==> src/rtl/serial_tx_arbiter.sv <==
// Round-robin arbiter sharing one frame serializer among N_REQ requesters.
// Define SERIAL_TX_ARBITER_BACK_TO_BACK_EN to re-arbitrate in the finishing SEND cycle.
module serial_tx_arbiter #(
  parameter int N_REQ       = 4,
  parameter int WORD_WIDTH  = 8,
  parameter int WORDS       = 2,
  parameter int INDEX_WIDTH = 1
) (
  input  logic                              clock,
  input  logic                              reset,
  input  logic [N_REQ-1:0]                  req,
  input  logic [N_REQ*WORDS*WORD_WIDTH-1:0] reqData,
  output logic [N_REQ-1:0]                  grant,
  output logic [N_REQ-1:0]                  done,
  output logic                              busy,
  output logic                              frameStart,
  input  logic [INDEX_WIDTH-1:0]            frameIndex,
  output logic [WORD_WIDTH-1:0]             frameWord,
  input  logic                              frameReadyAtNext
);

  localparam int FW = WORDS * WORD_WIDTH;
  localparam int PW = $clog2(N_REQ);
  localparam logic [N_REQ-1:0] ONE = N_REQ'(1);

  typedef enum logic [1:0] {S_INIT, S_IDLE, S_START, S_SEND} state_t;

  state_t           r_state, w_state_nx;
  logic [N_REQ-1:0] r_grant, w_grant_nx;
  logic [N_REQ-1:0] r_done, w_done_nx;
  logic             r_start, w_start_nx;
  logic             r_busy;
  logic [PW-1:0]    r_ptr, w_ptr_nx;
  logic [PW-1:0]    r_win, w_win_nx;
  logic [FW-1:0]    r_buf, w_buf_nx;
  logic [PW:0]      w_pick_idle;

  // Returns {found, index} of the first eligible bit at or after ptr, wrapping.
  function automatic logic [PW:0] rr_pick(input logic [N_REQ-1:0] elig,
                                          input logic [PW-1:0]    ptr);
    logic          found;
    logic [PW-1:0] idx;
    int            p;
    found = 1'b0;
    idx   = '0;
    for (int k = 0; k < N_REQ; k++) begin
      p = int'(ptr) + k;
      if (p >= N_REQ) p = p - N_REQ;
      if (!found && elig[p]) begin
        found = 1'b1;
        idx   = PW'(p);
      end
    end
    return {found, idx};
  endfunction

  function automatic logic [PW-1:0] ptr_after(input logic [PW-1:0] w);
    return (int'(w) == N_REQ - 1) ? '0 : w + PW'(1);
  endfunction

  // A requester whose done is pulsing this cycle sits out this arbitration.
  assign w_pick_idle = rr_pick(req & ~r_done, r_ptr);

`ifdef SERIAL_TX_ARBITER_BACK_TO_BACK_EN
  logic [PW:0] w_pick_b2b;
  assign w_pick_b2b = rr_pick(req & ~(ONE << r_win), ptr_after(r_win));
`endif

  always_comb begin
    w_state_nx = r_state;
    w_grant_nx = r_grant;
    w_done_nx  = '0;
    w_start_nx = 1'b0;
    w_ptr_nx   = r_ptr;
    w_win_nx   = r_win;
    w_buf_nx   = r_buf;
    case (r_state)
      S_INIT: if (frameReadyAtNext) w_state_nx = S_IDLE;
      S_IDLE: begin
        if (w_pick_idle[PW]) begin
          w_state_nx = S_START;
          w_win_nx   = w_pick_idle[PW-1:0];
          w_grant_nx = ONE << w_pick_idle[PW-1:0];
          w_buf_nx   = reqData[int'(w_pick_idle[PW-1:0])*FW +: FW];
          w_start_nx = 1'b1;
        end
      end
      S_START: w_state_nx = S_SEND;
      S_SEND: begin
        if (frameReadyAtNext) begin
          w_state_nx = S_IDLE;
          w_grant_nx = '0;
          w_done_nx  = ONE << r_win;
          w_ptr_nx   = ptr_after(r_win);
`ifdef SERIAL_TX_ARBITER_BACK_TO_BACK_EN
          if (w_pick_b2b[PW]) begin
            w_state_nx = S_START;
            w_win_nx   = w_pick_b2b[PW-1:0];
            w_grant_nx = ONE << w_pick_b2b[PW-1:0];
            w_buf_nx   = reqData[int'(w_pick_b2b[PW-1:0])*FW +: FW];
            w_start_nx = 1'b1;
          end
`endif
        end
      end
      default: w_state_nx = S_INIT;
    endcase
  end

  always_ff @(posedge clock) begin
    if (reset) begin
      r_state <= S_INIT;
      r_grant <= '0;
      r_done  <= '0;
      r_start <= 1'b0;
      r_busy  <= 1'b1;
      r_ptr   <= '0;
      r_win   <= '0;
      r_buf   <= '0;
    end else begin
      r_state <= w_state_nx;
      r_grant <= w_grant_nx;
      r_done  <= w_done_nx;
      r_start <= w_start_nx;
      r_busy  <= (w_state_nx != S_IDLE);
      r_ptr   <= w_ptr_nx;
      r_win   <= w_win_nx;
      r_buf   <= w_buf_nx;
    end
  end

  // Out-of-range indices fall through to zero.
  always_comb begin
    frameWord = '0;
    for (int k = 0; k < WORDS; k++)
      if (int'(frameIndex) == k) frameWord = r_buf[k*WORD_WIDTH +: WORD_WIDTH];
  end

  assign grant      = r_grant;
  assign done       = r_done;
  assign busy       = r_busy;
  assign frameStart = r_start;

endmodule

==> config.mk <==
export PLATFORM = sky130hd
export DESIGN_NAME = serial_tx_arbiter
export DESIGN_NICKNAME = d
export VERILOG_FILES = /design/src/rtl/serial_tx_arbiter.sv
export SDC_FILE = /design/constraint.sdc
export NUM_CORES = 1
export LEC_CHECK = 0
export BUFFER_PORTS_ARGS = -buffer_cell sky130_fd_sc_hd__buf_2
export CAP_MARGIN = 20
export CORE_ASPECT_RATIO = 1.1
export CORE_MARGIN = 4
export CORE_UTILIZATION = 33
export CTS_CLUSTER_DIAMETER = 50
export DETAILED_ROUTE_END_ITERATION = 8
export GPL_TIMING_DRIVEN = 1
export PLACE_DENSITY_LB_ADDON = 0.05
export SYNTH_ARGS = -nofsm -noshare
export SYNTH_HDL_FRONTEND = slang
export SYNTH_SLANG_ARGS = --single-unit
==> constraint.sdc <==
create_clock -name clock -period 1.9 [get_ports clock]
set_input_delay 0.095 -clock clock [delete_from_list [all_inputs] [get_ports clock]]
set_output_delay 0.095 -clock clock [all_outputs]
set_load 0.02 [all_outputs]
==> results of run 1 <==
## final cells by class
| type | count | area [sq um] |
|---|---|---|
| Fill cell | 570 | 2930 |
| Multi-Input combinational cell | 141 | 1180 |
| Sequential cell | 32 | 641 |
| Timing Repair Buffer | 97 | 578 |
| Clock buffer | 7 | 96.3 |
| Tap cell | 75 | 93.8 |
| Inverter | 4 | 15.0 |
## critical path: cells and delay by family (launching register included)
| kind | cells | cell delay (ns) |
|---|---|---|
| muxes | 1 | 0.24 |
| buffers and inverters | 1 | 0.19 |
| AOI/OAI and AO/OA | 3 | 0.67 |
| and+or+nand+nor | 1 | 0.23 |
| DFF | 1 | 0.33 |
## path summary, 6_finish.rpt
check / to / startpoint
max: r_buf[11]$_SDFFE_PP0P_ / done[1]$_SDFF_PP0_
min reg2reg: grant[3]$_SDFFE_PP0P_ / grant[3]$_SDFFE_PP0P_
max reg2reg: r_buf[11]$_SDFFE_PP0P_ / done[1]$_SDFF_PP0_
min: r_buf[5]$_SDFFE_PP0P_ / reqData[21]
## report_power, final
part           internal [mW]  switching [mW]
logic                  0.405           0.479
clock network          0.323           0.247
registers              0.815          0.0946
## metrics by stage
step	util [%]	instances	setup WS [ns]
3_5_place_dp	44.0	347	0.0513
2_1_floorplan	-	187	0.0352
5_1_grt	47.1	356	0.0131
4_1_cts	45.8	354	0.0456
3_3_place_gp	44.0	347	0.0924
6_report	47.1	356	0.121
## layout by cell type, fill, tap and decap left out, types with 2 or more instances in the layout
cell | netlist | routed
a32oi_1 | 2 | 2
mux2i_1 | 33 | 32
nor2_1 | 13 | 13
clkbuf_8 | 0 | 7
mux2_2 | 8 | 8
a21oi_1 | 5 | 5
nor2b_1 | 2 | 2
o221ai_1 | 6 | 6
buf_12 | 2 | 3
clkbuf_16 | 0 | 2
buf_2 | 1 | 89
dfxtp_1 | 32 | 32
o21ai_0 | 4 | 4
nand3b_1 | 2 | 2
ha_1 | 5 | 5
inv_1 | 4 | 4
buf_4 | 1 | 3
o221ai_2 | 10 | 10
nand2_1 | 24 | 24
nand2b_1 | 5 | 5
## routing by layer
layer | vias to the layer above | share of wire (%) | routed length, um
met1 | 742 | 48 | 2450
li1 | 888 | - | -
met2 | 57 | 44 | 2260
met4 | 0 | 1.4 | 72
met3 | 7 | 7.2 | 372
met5 | - | 0 | 0
## state kept, by name (all words and copies together) (netlist names)
signal,cells
busy,1
done,4
frameStart,1
grant,4
r_buf,16
r_ptr,2
r_state,2
r_win,2
## kinds of logic (layout without fill, tap and decap cells)
| group | after synthesis | after routing | share of synthesized area (%) |
|---|---|---|---|
| multiplexers | 41 | 41 | 21.8 |
| flip-flops | 32 | 32 | 33.2 |
| buffers and inverters | 14 | 108 | 6.62 |
| AO/OA/AOI/OAI | 37 | 37 | 19.9 |
| adder cells (fa/ha/maj) | 5 | 5 | 3.25 |
| AND/OR/NAND/NOR | 58 | 58 | 15.1 |
==> results.tsv, run 1 <==
stage	metric	value	unit
outcome	status	finished clean	
sta	worst_hold_slack	0.0998	ns
global_route	grt_max_degree	21	
sta	finalHoldViolations	0	
synth	yosysMostFrequentCell	mux2i_1	
synth	synthCells	187	
global_route	grtUsageMet3	4.53	%
worst_hold_path	min_path_type	input pin to register	
clocking	cts_root_buf	clkbuf_8	
clocking	clock_sink_count	32	
power_and_ir_drop	ir_drop	476	uV
critical_path	worstSetupEndpointType	register	
global_route	use_met2	20.8	%
sta	max_slew.worst_pin.slew	0.416	ns
route	drc	0	
floorplanning	dieArea	0.00713	sq mm
global_route	gr-total-overflow	0	
synth	yosysUniqueCellTypes	43	
synth	synth-async-reset-ratio	0	%
power_and_ir_drop	p_leak	1.17	nW
global_route	grt_usage	14.6	%
synth	netlist_area	0.00193	sq mm
place	postPlaceCellArea	0.00244	sq mm
synth	synth_top_area_share	33.2	%
critical_path	critical_path_class	register to register	
critical_path	arrival	1.94	ns
run	maxCapViolations	0	
layout	syn2layout_area_growth	35.4	%
sta	slew_viol_final	0	
floorplanning	rows	28	
clocking	cts_tree	done	
synth	ys_seq_elements	32	
global_route	grt.busiest_layer	met2	
route	antenna_left	0	
layout	nNetsFinal	358	
layout	postLayoutCellArea	0.00261	sq mm
synth	synth_commonest_cells	33 x mux2i_1, 32 x dfxtp_1, 24 x nand2_1, 13 x nor2_1, 10 x o221ai_2	
route	dr_total_vias	1694	
sta	fmax	562	MHz
sta	finalSetupViolCount	0	
synth	ys_top_cells_by_area	dfxtp_1 33%, mux2i_1 17%, o221ai_2 7.8%	
synth	synth_flop_cell	dfxtp_1	
clocking	cts_max_level	2	
floorplanning	die_w	80.9	um
synth	synth_warnings	0	
place	gp_congestion	0.715	
place	io_buffers	89	
sta	fin_skew	0.00269	ns
layout	drive_gt1_share	47.7	%
sta	period_share	93.7	%
critical_path	required	2.06	ns
critical_path	cp_slowest_stage_delay	0.33	ns
critical_path	worstPathMaxFanout	10	
critical_path	r2r_cells	6	
global_route	first_global_vias	1683	
sta	rsz0062_at_grt	false	
clocking	cts.path.max_buffers	2	
global_route	grt_pass1_wl	8.04	mm
floorplanning	chipHeight	88.1	um
critical_path	path_cells	and2b_4, o311ai_4, o21a_4, clkbuf_16, mux2i_1, o221ai_2	
critical_path	worst_setup_path_start_kind	register	
synth	ys_seq_area_share	33.2	%
layout	n_antenna_cell	0	
synth	synth_edf_count	0	
critical_path	slowest_stage	dfxtp_1	
power_and_ir_drop	pwr_density_cell	906	mW/mm^2
clocking	clk_pin_slew	0.07	ns
sta	fin_crit	1.78	ns
clocking	hold_buffers	0	
sta	fin_setup_tns	0	ns
clocking	cts_resized	0	
sta	slew-limit-headroom	72.0	%
route	viasPerCell	4.76	
worst_hold_path	hold_depth	3	
clocking	clk_latency	0.28	ns
route	routedWlPerCell	14.5	um
synth	synth_top_area_cell	dfxtp_1	
synth	syn-num-nets	264	
power_and_ir_drop	power	2.36	mW
route	firstDrtPassIters	4	
critical_path	r2r_slack	0.12	ns
floorplanning	initial_utilization	34.8	%
clocking	cts_buffers	5	
global_route	globalRouteMet1Util	20.3	%
floorplanning	core	0.00554	sq mm
place	dpl.hpwl	3.79	mm
clocking	post_cts_buffers	0	
route	drt_wl_total	5.15	mm
floorplanning	io_pins	90	
route	drtIter0Drc	49	
synth	syn_area_per_cell	10.3	sq um
global_route	antenna_found_initial	0	
Note: power is estimated with default switching activity, not from simulation.
==> run 2, diff against run 1 <==
Settings changed: ABC_AREA from default to 1, GPL_TIMING_DRIVEN 1 to default.
==> run 2 against run 1 <==
Fmax is 4.1% lower; sequential power is 9.9% higher; via count is 45% higher; utilization is 2.4 points higher; worst hold slack better by 0.0033 ns; clock-buffer cell count is 2 lower; non-clock buffer count is 18 higher; combinational power is 140% higher; synthesized area is 9.4% higher; synthesized cell count is 74% higher; sequential share of layout area is 3.5 points lower; critical path depth is 9 higher; critical endpoint is now r_buf[4]$_SDFFE_PP0P_.
==> results.tsv, run 2 <==
stage	metric	value	unit	change
clocking	clk_pin_slew	0.08	ns	about the same
sta	slew_viol_final	0		unchanged
sta	period_share	97.6	%	+4.0 points
floorplanning	chipHeight	91.8	um	+4.2%
layout	syn2layout_area_growth	45.6	%	
synth	ys_top_cells_by_area	dfxtp_1 30%, nand2_1 16%, nand3_1 15%		
sta	worst_hold_slack	0.103	ns	+0.00333 ns
synth	synth_warnings	0		unchanged
synth	synth_commonest_cells	91 x nand2_1, 62 x nand3_1, 43 x nor2_1, 32 x dfxtp_1, 21 x o21ai_0		
synth	syn_area_per_cell	6.47	sq um	-37%
floorplanning	die_w	84.2	um	+4.1%
synth	ys_seq_elements	32		unchanged
route	firstDrtPassIters	4		unchanged
place	gp_congestion	0.784		+9.6%
global_route	globalRouteMet1Util	19.6	%	-0.75 points
route	drt_wl_total	6.45	mm	+25%
route	dr_total_vias	2454		+45%
critical_path	required	2.09	ns	+0.03 ns
clocking	cts_max_level	2		unchanged
synth	synth_edf_count	0		unchanged
sta	fin_crit	1.85	ns	+0.0753 ns
sta	setup_slack	0.0453	ns	-0.0753 ns
synth	synth_top_area_cell	dfxtp_1		
synth	synth-async-reset-ratio	0	%	unchanged
layout	drive_gt1_share	43.5	%	-4.1 points
power_and_ir_drop	p_leak	1.51	nW	+30%
synth	synth_flop_cell	dfxtp_1		
synth	yosysMostFrequentCell	nand2_1		
power_and_ir_drop	sw_frac_of_total	44.2	%	+9.5 points
floorplanning	io_pins	90		unchanged
route	routedWlPerCell	12.5	um	-13%
route	drtIter0Drc	83		+69%
outcome	status	finished clean		
critical_path	worst_setup_path_start_kind	register		
floorplanning	rows	30		+7.1%
power_and_ir_drop	pwr_density_cell	1190	mW/mm^2	+31%
place	io_buffers	89		unchanged
synth	ys_seq_area_share	30.4	%	-2.9 points
sta	fin_skew	0.00476	ns	+0.00207 ns
synth	synthCells	326		+74%
sta	slew-limit-headroom	63.6	%	-8.4 points
floorplanning	dieArea	0.00773	sq mm	+8.5%
critical_path	worstPathMaxFanout	11		+1
power_and_ir_drop	p_sw	1.61	mW	+96%
power_and_ir_drop	seqPwrFrac	27.4	%	-11 points
global_route	grt.busiest_layer	met2		
global_route	antenna_found_initial	0		unchanged
worst_hold_path	min_path_type	input pin to register		
clocking	cts.path.max_buffers	2		unchanged
clocking	clock_sink_count	32		unchanged
clocking	cts_root_buf	clkbuf_8		
global_route	gr-total-overflow	0		unchanged
layout	final_cell_mix	89 x buf_2, 72 x nand2_1, 49 x nand3_1, 35 x nor2_1, 30 x dfxtp_1		
synth	syn-num-nets	403		+53%
critical_path	critical_path_class	register to register		
sta	rsz0062_at_grt	true		
floorplanning	core	0.00619	sq mm	+12%
route	antenna_left	0		unchanged
global_route	grtUsageMet3	3.77	%	-0.75 points
global_route	use_met2	29.3	%	+8.5 points
layout	top_register	r_buf		
power_and_ir_drop	pwr-share-clk	14.7	%	-9.4 points
clocking	cts_buffers	5		unchanged
global_route	grt_max_degree	31		+48%
synth	yosysUniqueCellTypes	24		-44%
synth	synth_top_area_share	30.4	%	-2.9 points
power_and_ir_drop	p_comb_share	57.9	%	+20 points
synth	netlist_area	0.00211	sq mm	+9.4%
clocking	cts_tree	done		
power_and_ir_drop	ir_drop	506	uV	+6.4%
global_route	grt_usage	16.4	%	+1.8 points
critical_path	arrival	2.04	ns	+0.10 ns
run	maxCapViolations	0		unchanged
clocking	clk_latency	0.29	ns	about the same
route	viasPerCell	4.77		+0.33%
route	drc	0		unchanged
layout	largest_reg_flops	16		unchanged
global_route	first_global_vias	2353		+40%
clocking	hold_buffers	0		unchanged
layout	nNetsFinal	510		+42%
sta	finalHoldViolations	0		unchanged
place	dpl_worst_slack	-0.114	ns	-0.165 ns
floorplanning	initial_utilization	34.0	%	-0.77 points
layout	n_antenna_cell	0		unchanged
layout	fillers	672		+18%
sta	fmax	539	MHz	-4.1%
sta	finalSetupViolCount	0		unchanged
critical_path	worstSetupEndpointType	register		
power_and_ir_drop	internal_power	2.04	mW	+32%
sta	max_slew.worst_pin.slew	0.545	ns	+0.129 ns
layout	final_common_cell	buf_2		
place	dpl.hpwl	4.99	mm	+32%
global_route	grt_pass1_wl	10.5	mm	+31%
[run 2: cell count changes after synthesis, moves of 12 or more]
cell / delta
nand2_1: +67
inv_1: +12
nand3_1: +61
nor2_1: +30
mux2i_1: -33
o21ai_0: +17
[run 2: kinds of logic (layout without fill, tap and decap cells)]
| logic type | count (synthesis) | after routing | synth area share [%] |
|---|---|---|---|
| AOI/OAI and AO/OA | 36 | 36 | 9.14 |
| adders and majority gates | 5 | 5 | 2.97 |
| buffers and inverters | 33 | 141 | 8.49 |
| DFF | 32 | 32 | 30.4 |
| and+or+nand+nor | 214 | 214 | 45.8 |
| muxes | 6 | 6 | 3.20 |
[run 2: area by class of cell]
type	instances	area (sq um)	share of cell area, %
Clock inverter	3	18.8	0.611
Clock buffer	5	68.8	2.24
Timing Repair Buffer	115	702	22.9
Multi-Input combinational cell	261	1460	47.5
Inverter	18	75.1	2.45
Tap cell	80	100	3.26
Sequential cell	32	646	21.0
[run 2: worst max-delay path, stage by stage (launching register included)]
cell and delay (ns):
dfxtp_4 0.44, buf_6 0.13, nand2_2 0.05, nand2_2 0.09, nand3_2 0.09, nand2_4 0.10
nor2_2 0.04, nor2_1 0.12, nand2_2 0.09, nand2_4 0.14, nor2_4 0.06, buf_12 0.14
nand2_1 0.05, nand3_1 0.06, nor2_1 0.11, nor2_1 0.04
[run 2: worst paths after layout]
check                           slack (ns)               endpoint  cells after the start             startpoint
worst max-delay path                  0.05  r_buf[4]$_SDFFE_PP0P_                     15  r_ptr[0]$_SDFFE_PP0P_
worst max register to register        0.05  r_buf[4]$_SDFFE_PP0P_                     15  r_ptr[0]$_SDFFE_PP0P_
worst min register to register        0.46  grant[3]$_SDFFE_PP0P_                      2  grant[3]$_SDFFE_PP0P_
worst min-delay path                  0.10  grant[3]$_SDFFE_PP0P_                      2                  reset
[run 2: timing repair]
item,CTS,global route
cloned,0,0
resized for setup,2,52
endpoints found under the setup margin,21,23
pin swaps,1,22
buffers inserted,2,4
[run 2: power by group through the flow]
stage / Clock [mW] / Combinational, mW / Sequential (mW)
CTS: 0.555 / 1.96 / 0.992
global route: 0.579 / 2.37 / 1.03
floorplan: 0 / 1.30 / 1.01
global placement: 0 / 1.89 / 1.00
finish: 0.538 / 2.11 / 1.00
detailed placement: 0 / 1.89 / 1.01
[run 2: metrics by stage]
stage	setup TNS [ns]	total power [mW]	cells	util, %	instance area [sq um]
global route	-1.15	3.97	514	49.6	3070
global placement	-1.24	2.90	500	44.2	2740
floorplan	0	2.30	326	-	2110
CTS	0	3.51	510	46.1	2850
detailed placement	-1.63	2.90	500	44.2	2740
finish	0	3.65	514	49.6	3070
[run 2: metal layers]
metal  up-vias  part of all wire [%]
li1       1290                     -
met1      1086                    43
met2        72                    49
met3         6                   5.9
met4         0                   1.1
met5         -                     0
==> run 3, diff against run 2 <==
Settings changed: SETUP_SLACK_MARGIN from default to 0.05.
==> run 3 against run 2 <==
Setup slack improved by 0.020 ns; combinational power decreased by 2%; sequential share of layout area increased by 0.46 points; first-iteration DRC count increased by 1.2%; wire length decreased by 0.54%; critical path type unchanged.
==> results.tsv, run 3 (same netlist as run 2, synthesis figures left out) <==
stage	metric	value	unit	change
layout	top_register	r_buf		
route	antenna_left	0		unchanged
global_route	antenna_found_initial	0		unchanged
power_and_ir_drop	ir_drop	493	uV	-2.6%
global_route	first_global_vias	2365		+0.51%
route	dr_total_vias	2435		-0.77%
critical_path	cp_slowest_stage_delay	0.44	ns	about the same
layout	fin_util	48.5	%	-1.1 points
layout	final_cell_mix	89 x buf_2, 79 x nand2_1, 56 x nand3_1, 38 x nor2_1, 30 x dfxtp_1		
clocking	clock_sink_count	32		unchanged
clocking	cts_tree	done		
layout	final_common_cell	buf_2		
route	viasPerCell	4.74		-0.77%
clocking	clk_latency	0.29	ns	about the same
power_and_ir_drop	pwr-share-clk	14.9	%	+0.2 points
clocking	cts.path.max_buffers	2		unchanged
worst_hold_path	min_path_type	input pin to register		
sta	slew_viol_final	0		unchanged
clocking	cts_max_level	2		unchanged
critical_path	worstPathMaxFanout	11		unchanged
clocking	cts_buffers	5		unchanged
critical_path	worst_setup_path_start_kind	register		
worst_hold_path	min_from	reset		
sta	slew-limit-headroom	63.5	%	-0.11 points
route	routedWlPerCell	12.5	um	-0.54%
sta	setup_slack	0.0658	ns	+0.0205 ns
floorplanning	io_pins	90		unchanged
global_route	grt_pass1_wl	10.5	mm	+0.13%
power_and_ir_drop	sw_frac_of_total	43.9	%	-0.33 points
power_and_ir_drop	seqPwrFrac	27.8	%	+0.4 points
power_and_ir_drop	internal_power	2.02	mW	-0.75%
floorplanning	rows	30		unchanged
clocking	clk_pin_slew	0.07	ns	about the same
critical_path	path_cells	buf_6, nand2_2, nand2_2, nand3_2, nand2_4, nor2_2, nor2_1, nand2_2, nand2_4, nor2_4, buf_12, nand2_1, nand2_1, nor2_2, nor2_1		
sta	period_share	96.5	%	-1.1 points
floorplanning	initial_utilization	34.0	%	unchanged
clocking	hold_buffers	0		unchanged
critical_path	crit_family	simple AND/OR/NAND/NOR gates		
floorplanning	die_w	84.2	um	unchanged
outcome	status	finished clean		
layout	syn2layout_area_growth	42.4	%	
route	drc	0		unchanged
global_route	grt_usage	16.4	%	unchanged
route	drtIter0Drc	84		+1.2%
sta	max_slew.worst_pin.slew	0.547	ns	+0.00170 ns
place	gp_congestion	0.784		unchanged
route	drt_wl_total	6.41	mm	-0.54%
layout	nNetsFinal	510		unchanged
sta	fmax	545	MHz	+1.1%
place	dpl_worst_slack	-0.114	ns	unchanged
sta	rsz0062_at_grt	true		
sta	worst_hold_slack	0.106	ns	+0.00253 ns
sta	fin_crit	1.83	ns	-0.0205 ns
floorplanning	core	0.00619	sq mm	unchanged
critical_path	startpoint	r_ptr[0]$_SDFFE_PP0P_		
place	dpl.hpwl	4.99	mm	unchanged
critical_path	worstSetupEndpointType	register		
route	firstDrtPassIters	4		unchanged
clocking	cts_root_buf	clkbuf_8		
global_route	grt_max_degree	31		unchanged
sta	finalHoldViolations	0		unchanged
sta	fin_skew	0.00411	ns	-0.000654 ns
critical_path	slowest_stage	dfxtp_4		
critical_path	path_common_cell	nand2_2		
critical_path	critical_path_class	register to register		
critical_path	required	2.08	ns	about the same
power_and_ir_drop	p_leak	1.47	nW	-3.0%
run	maxCapViolations	0		unchanged
global_route	gr-total-overflow	0		unchanged
layout	n_antenna_cell	0		unchanged
floorplanning	dieArea	0.00773	sq mm	unchanged
layout	largest_reg_flops	16		unchanged
critical_path	arrival	2.02	ns	-0.02 ns
layout	drive_gt1_share	39.9	%	-3.7 points
critical_path	crit_buf_inv	2		unchanged
critical_path	crit-reg2reg-launch	r_ptr[0]$_SDFFE_PP0P_		
place	io_buffers	89		unchanged
floorplanning	chipHeight	91.8	um	unchanged
power_and_ir_drop	p_sw	1.58	mW	-2.1%
power_and_ir_drop	p_comb_share	57.4	%	-0.5 points
power_and_ir_drop	pwr_density_cell	1200	mW/mm^2	+0.85%
sta	finalSetupViolCount	0		unchanged
-- run 3: cell counts in the layout (fill, tap and decap cells not counted) --
Identical to the previous run, type by type.
-- run 3: cell type report --
class                           count  area [sq um]
Fill cell                         677          3190
Multi-Input combinational cell    261          1390
Timing Repair Buffer              115           702
Sequential cell                    32           646
Tap cell                           80           100
Inverter                           18          75.1
Clock buffer                        5          68.8
Clock inverter                      3          18.8
-- run 3: power groups by stage --
stage	sequential (mW)	combinational (mW)	clock (mW)
after floorplan	1.01	1.30	0
after global placement	1.00	1.89	0
after detailed placement	1.01	1.89	0
after CTS	0.992	1.97	0.555
after global routing	1.03	2.32	0.579
final	1.00	2.07	0.535
-- run 3: final timing paths --
check	end	slack (ns)	cells past startpoint
max	r_buf[9]$_SDFFE_PP0P_	0.07	15
min	grant[3]$_SDFFE_PP0P_	0.11	2
max reg2reg	r_buf[9]$_SDFFE_PP0P_	0.07	15
min reg2reg	grant[3]$_SDFFE_PP0P_	0.46	2
-- run 3: repair_timing --
item                       in CTS  in global routing
pin swaps                       1                  7
setup endpoints to repair      23                 23
setup buffers                   3                  3
gates cloned                    0                  0
resized for setup               4                 32
-- run 3: through the flow --
| stage | cell area, sq um | power [mW] | setup TNS, ns | cells |
|---|---|---|---|---|
| floorplan | 2110 | 2.30 | 0 | 326 |
| global placement | 2740 | 2.90 | -1.24 | 500 |
| detailed placement | 2740 | 2.90 | -1.63 | 500 |
| CTS | 2870 | 3.52 | 0 | 511 |
| global route | 3000 | 3.92 | -0.887 | 514 |
| finish | 3000 | 3.60 | 0 | 514 |
-- run 3: worst register-to-register path, stage by stage, from the launching register on --
cell and delay (ns):
dfxtp_4 0.44, buf_6 0.13, nand2_2 0.05, nand2_2 0.08
nand3_2 0.08, nand2_4 0.09, nor2_2 0.04, nor2_1 0.11
nand2_2 0.09, nand2_4 0.14, nor2_4 0.07, buf_12 0.14
nand2_1 0.05, nand2_1 0.06, nor2_2 0.12, nor2_1 0.04
-- run 3: metal layers --
metal | up-vias | wire length, um | global-route usage (%)
met3 | 6 | 344 | 3.77
met1 | 1075 | 2780 | 19.5
met2 | 64 | 3220 | 29.4
met5 | - | 0 | 0
li1 | 1290 | - | -
met4 | 0 | 72 | 4.02
